[src/rtl/rr_arbiter8.sv]
// Round-robin arbiter: one registered grant at a time, each held for a latched
// per-requester time or until the grantee drops its request.

module rr_arbiter8_lane #(
    parameter int IW  = 3,
    parameter int TW  = 4,
    parameter int IDX = 0
) (
    input  logic          req_i,
    input  logic [IW-1:0] ptr_i,
    input  logic [TW-1:0] time_i,
    output logic          hi_o,
    output logic [TW-1:0] tload_o
);
    localparam logic [IW-1:0] IDXV = IW'(IDX);

    // Lanes at or above the pointer win over lanes that wrap around below it.
    assign hi_o    = req_i & (IDXV >= ptr_i);
    assign tload_o = (time_i == '0) ? TW'(1) : time_i;
endmodule

module rr_arbiter8 #(
    parameter int N  = 8,
    parameter int TW = 4
) (
    input  logic                 CLK,
    input  logic                 RESET,
    input  logic [N-1:0]         REQ,
    input  logic [N*TW-1:0]      REQ_TIME,
    output logic [N-1:0]         GNT,
    output logic [$clog2(N)-1:0] GNT_ID,
    output logic                 BUSY,
    output logic                 DONE
);
    localparam int IW = $clog2(N);
    localparam logic [0:0] S_IDLE = 1'b0;
    localparam logic [0:0] S_HOLD = 1'b1;

    logic [0:0]          state_q, state_d;
    logic [IW-1:0]       ptr_q, ptr_d;
    logic [IW-1:0]       id_q, id_d;
    logic [TW-1:0]       cnt_q, cnt_d;
    logic [N-1:0]        gnt_q, gnt_d;
    logic                done_q, done_d;

    logic [N-1:0]         hi;
    logic [N-1:0][TW-1:0] tload;
    logic [IW-1:0]        sel_id;

    for (genvar g = 0; g < N; g++) begin : g_lane
        rr_arbiter8_lane #(.IW(IW), .TW(TW), .IDX(g)) u_lane (
            .req_i   (REQ[g]),
            .ptr_i   (ptr_q),
            .time_i  (REQ_TIME[g*TW +: TW]),
            .hi_o    (hi[g]),
            .tload_o (tload[g])
        );
    end

    // Lowest set bit of the upper window if any, else lowest set request overall.
    always_comb begin
        sel_id = '0;
        for (int i = N - 1; i >= 0; i--) begin
            if (REQ[i]) sel_id = IW'(i);
        end
        for (int i = N - 1; i >= 0; i--) begin
            if (hi[i]) sel_id = IW'(i);
        end
    end

    always_comb begin
        state_d = state_q;
        ptr_d   = ptr_q;
        id_d    = id_q;
        cnt_d   = cnt_q;
        gnt_d   = gnt_q;
        done_d  = 1'b0;
        case (state_q)
            S_IDLE: begin
                if (|REQ) begin
                    state_d = S_HOLD;
                    id_d    = sel_id;
                    gnt_d   = N'(1) << sel_id;
                    cnt_d   = tload[sel_id];
                end
            end
            S_HOLD: begin
                if (!REQ[id_q] || cnt_q <= TW'(1)) begin
                    state_d = S_IDLE;
                    gnt_d   = '0;
                    id_d    = '0;
                    cnt_d   = '0;
                    done_d  = 1'b1;
                    ptr_d   = (id_q == IW'(N - 1)) ? '0 : id_q + IW'(1);
                end else begin
                    cnt_d = cnt_q - TW'(1);
                end
            end
            default: begin
                state_d = S_IDLE;
                gnt_d   = '0;
                id_d    = '0;
                cnt_d   = '0;
            end
        endcase
    end

    always_ff @(posedge CLK or posedge RESET) begin
        if (RESET) begin
            state_q <= S_IDLE;
            ptr_q   <= '0;
            id_q    <= '0;
            cnt_q   <= '0;
            gnt_q   <= '0;
            done_q  <= 1'b0;
        end else begin
            state_q <= state_d;
            ptr_q   <= ptr_d;
            id_q    <= id_d;
            cnt_q   <= cnt_d;
            gnt_q   <= gnt_d;
            done_q  <= done_d;
        end
    end

    assign GNT    = gnt_q;
    assign GNT_ID = id_q;
    assign BUSY   = |gnt_q;
    assign DONE   = done_q;
endmodule

[config.mk]
export PLATFORM = sky130hd
export DESIGN_NAME = rr_arbiter8
export DESIGN_NICKNAME = d
export VERILOG_FILES = /design/src/rtl/rr_arbiter8.sv
export SDC_FILE = /design/constraint.sdc
export NUM_CORES = 1
export LEC_CHECK = 0
export CORE_MARGIN = 2
export CORE_UTILIZATION = 40
export DETAILED_ROUTE_END_ITERATION = 10
export DONT_BUFFER_PORTS = 1
export REMOVE_ABC_BUFFERS = 1
export SLEW_MARGIN = 20
export SYNTH_ARGS = -nofsm -noshare
export SYNTH_HDL_FRONTEND = slang
export SYNTH_SLANG_ARGS = --single-unit
export TNS_END_PERCENT = 50
[constraint.sdc]
create_clock -name CLK -period 2.86 [get_ports CLK]
set_input_delay 0.572 -clock CLK [delete_from_list [all_inputs] [get_ports CLK]]
set_output_delay 0.572 -clock CLK [all_outputs]
set_load 0.05 [all_outputs]
==> metrics <==
drt wl/cell=between 15 and 20 um; main combinational cell family by area after synthesis=simple AND/OR/NAND/NOR gates; CTS tree=yes; Unique masters post-synth=57; Final Max Tran Viols=0; # hold bufs at CTS=0; Num CTS Buffers=3; Gate Count Post-Synth=between 200 and 250; total leakage power=around 0.80 nW; Ant. Diodes=0; die footprint=4860 um2; most common flop cell mapped by yosys=dfrtp_1; worst vdd ir=approximately 330 uV; EDFF count, synth=0; multiplexer area fraction after synthesis=8.04%; Clk Tree Root Cell=clkbuf_8; most frequent cells in the layout=27 x nand2_1, 20 x dfrtp_1, 20 x nor2_1, 17 x o21ai_0, 9 x nor3_1; post_cts resized=0; leading cell type in the layout, fill and taps excluded=nand2_1; Nets=roughly 250; sequential share of the synthesized area=29.0%; max_slew headroom=approximately half; Final Critical Period=around 2.4 ns; via count=1574; antenna viol nets, final=0; setup TNS=0 ns; Power Density=~1200 nW/um2; Yosys reg bits=20; Adder-Cell Fraction of Synth Area=under 10%; YS warnings=0; drt first pass iters=4; startpoint type of the worst setup path=flop; drt first-iter violations=94; chip height=about 70 um; Power Total=around 0.0022 W; grt ovf=0; Cell Rows=23; status=finished, final reports clean; Setup crit end kind=flop; final setup fails=0; unrepaired setup endpoints after global routing=false; Starting Density=between 40% and 50%; Avg Synthesized Cell Area=roughly 8.5 um2; Sink Count=20; final WL=approximately 4.7 mm; initial antenna violation count=0; Final Hold Vio Count=0; vias in the first global route=between 1500 and 2000; fillers=around 430; Req. time, crit path=around 3 ns; Tcrit/Tclk final=82.2%; post-CTS setup buffers=0; width of the die=69.7 um; Core Area=just over 4000 um2; max_cap viols=0; CTS clk-pin slew, worst paths=about 0.080 ns; first-pass GRT wire length=7.67 mm; reg2reg path depth=7; FMAX=0.425 GHz; CTS H-tree lvls=1; layout cells sized above 1=14.5%; vias per inst=between 6 and 7; port bufs=0; largest net degree at the start of global routing=21; Crit Path Max Fanout=10; worst hold path type=in -> async; Clock Latency Late Sink=~0.27 ns; Syn Std Cell Area=around 1700 um2; WP data arrival=2.48 ns; DRC viols=0; XOR/XNOR share of the synthesized area=0.507%; final RePlAce weighted congestion=approximately 0.81; Top Ports=55; Hold Worst Slack=between 0.3 and 0.4 ns; HPWL Detailed=3.77 mm; Crit Path Category=reg -> reg; Max Buffers Root-to-Sink=2; ys async rst share=100%; worst slew pin tran=0.742 ns; P&R area growth vs syn=8.48%; Compound-Gate Fraction of Synth Area=around 28%; skew final=approximately 0.006 ns; Total Routing Usage GR=19.9%; Synth Area in Simple Gates=about 29%
## metal layers
layer / vias up / wire length [um] / global-route usage, %
li1: 764 / - / -
met1: 754 / 2220 / 27.7
met4: 0 / 68 / 6.41
met2: 51 / 2170 / 31.4
met3: 5 / 273 / 3.49
met5: - / 0 / 0
## critical path, stage by stage, from the launching register on
cell      delay [ns]
dfrtp_1         0.53
a21boi_1        0.13
o32ai_1         0.37
and2_1          0.24
a21oi_2         0.14
or3_1           0.37
a31oi_1         0.26
o221ai_1        0.17
## kinds of logic after synthesis
group	Yosys count
AOI/OAI and AO/OA	62
xor gates and xnor gates	1
adders and majority gates	4
buffers and inverters	12
DFF	20
muxes	11
and+or+nand+nor	93
## sequential cells by signal (all words and copies together) (netlist names)
signal,count
GNT_ID,3
GNT,8
cnt_q,4
DONE,1
state_q,1
ptr_q,3
## path summary, 6_finish.rpt
path,startpoint,endpoint,slack (ns)
worst max-delay path,ptr_q[1],cnt_q[0],0.51
worst max register to register,ptr_q[1],cnt_q[0],0.51
worst min-delay path,RESET,cnt_q[1],0.32
worst min register to register,cnt_q[1],cnt_q[1],0.58
min in group CLK,REQ_TIME[4],cnt_q[0],0.56
max in group asynchronous,RESET,ptr_q[2],2.08
## area by class of cell
cell class	count	area (um2)	area share, %
inverter	7	26.3	1.40
tap	50	62.6	3.34
timing repair buffer	5	37.5	2.00
clock inverter	1	30.0	1.60
sequential	20	500	26.7
multi-input combinational	171	1170	62.7
clock buffer	3	41.3	2.20
## metrics by stage
step / cells / setup slack (ns) / cell area (um2) / util, %
after global placement: 253 / 0.493 / 1800 / 44.1
after floorplan: 198 / 0.382 / 1700 / -
final: 257 / 0.509 / 1870 / 45.8
after detailed placement: 253 / 0.509 / 1800 / 44.1
after CTS: 257 / 0.552 / 1870 / 45.8
after global routing: 257 / 0.372 / 1870 / 45.8
## Yosys cell counts (2+ instances only)
master / number / area share, %
nor2b_1: 4 / 1.4
a221oi_1: 3 / 1.5
nand3_1: 4 / 1.2
nand3b_1: 2 / 0.87
a22oi_1: 2 / 0.87
nor3b_1: 2 / 0.87
o221ai_1: 2 / 1.0
nor2_1: 20 / 4.3
a211o_1: 2 / 1.0
mux2i_1: 6 / 3.5
o211ai_2: 2 / 1.4
ha_1: 4 / 2.9
nand2b_1: 5 / 1.8
nor2b_4: 2 / 1.6
o21a_1: 2 / 0.87
a21o_1: 5 / 2.2
dfrtp_1: 20 / 29
inv_1: 7 / 1.5
mux2_2: 3 / 2.0
o21ai_0: 17 / 4.9
clkbuf_1: 2 / 0.43
o31ai_1: 3 / 1.3
nor4_1: 2 / 0.72
buf_2: 2 / 0.58
nand2_1: 27 / 5.9
or3_1: 6 / 2.2
mux4_2: 2 / 2.6
a22o_1: 3 / 1.5
nor3_1: 9 / 2.6
a21oi_1: 6 / 1.7
## power breakdown
group / switching [W] / internal, W
registers: 0.000287 / 0.000392
clock network: 0.0000986 / 0.000187
logic: 0.000734 / 0.000466
total: 0.00112 / 0.00105
Note: power is estimated with default switching activity, not from simulation.
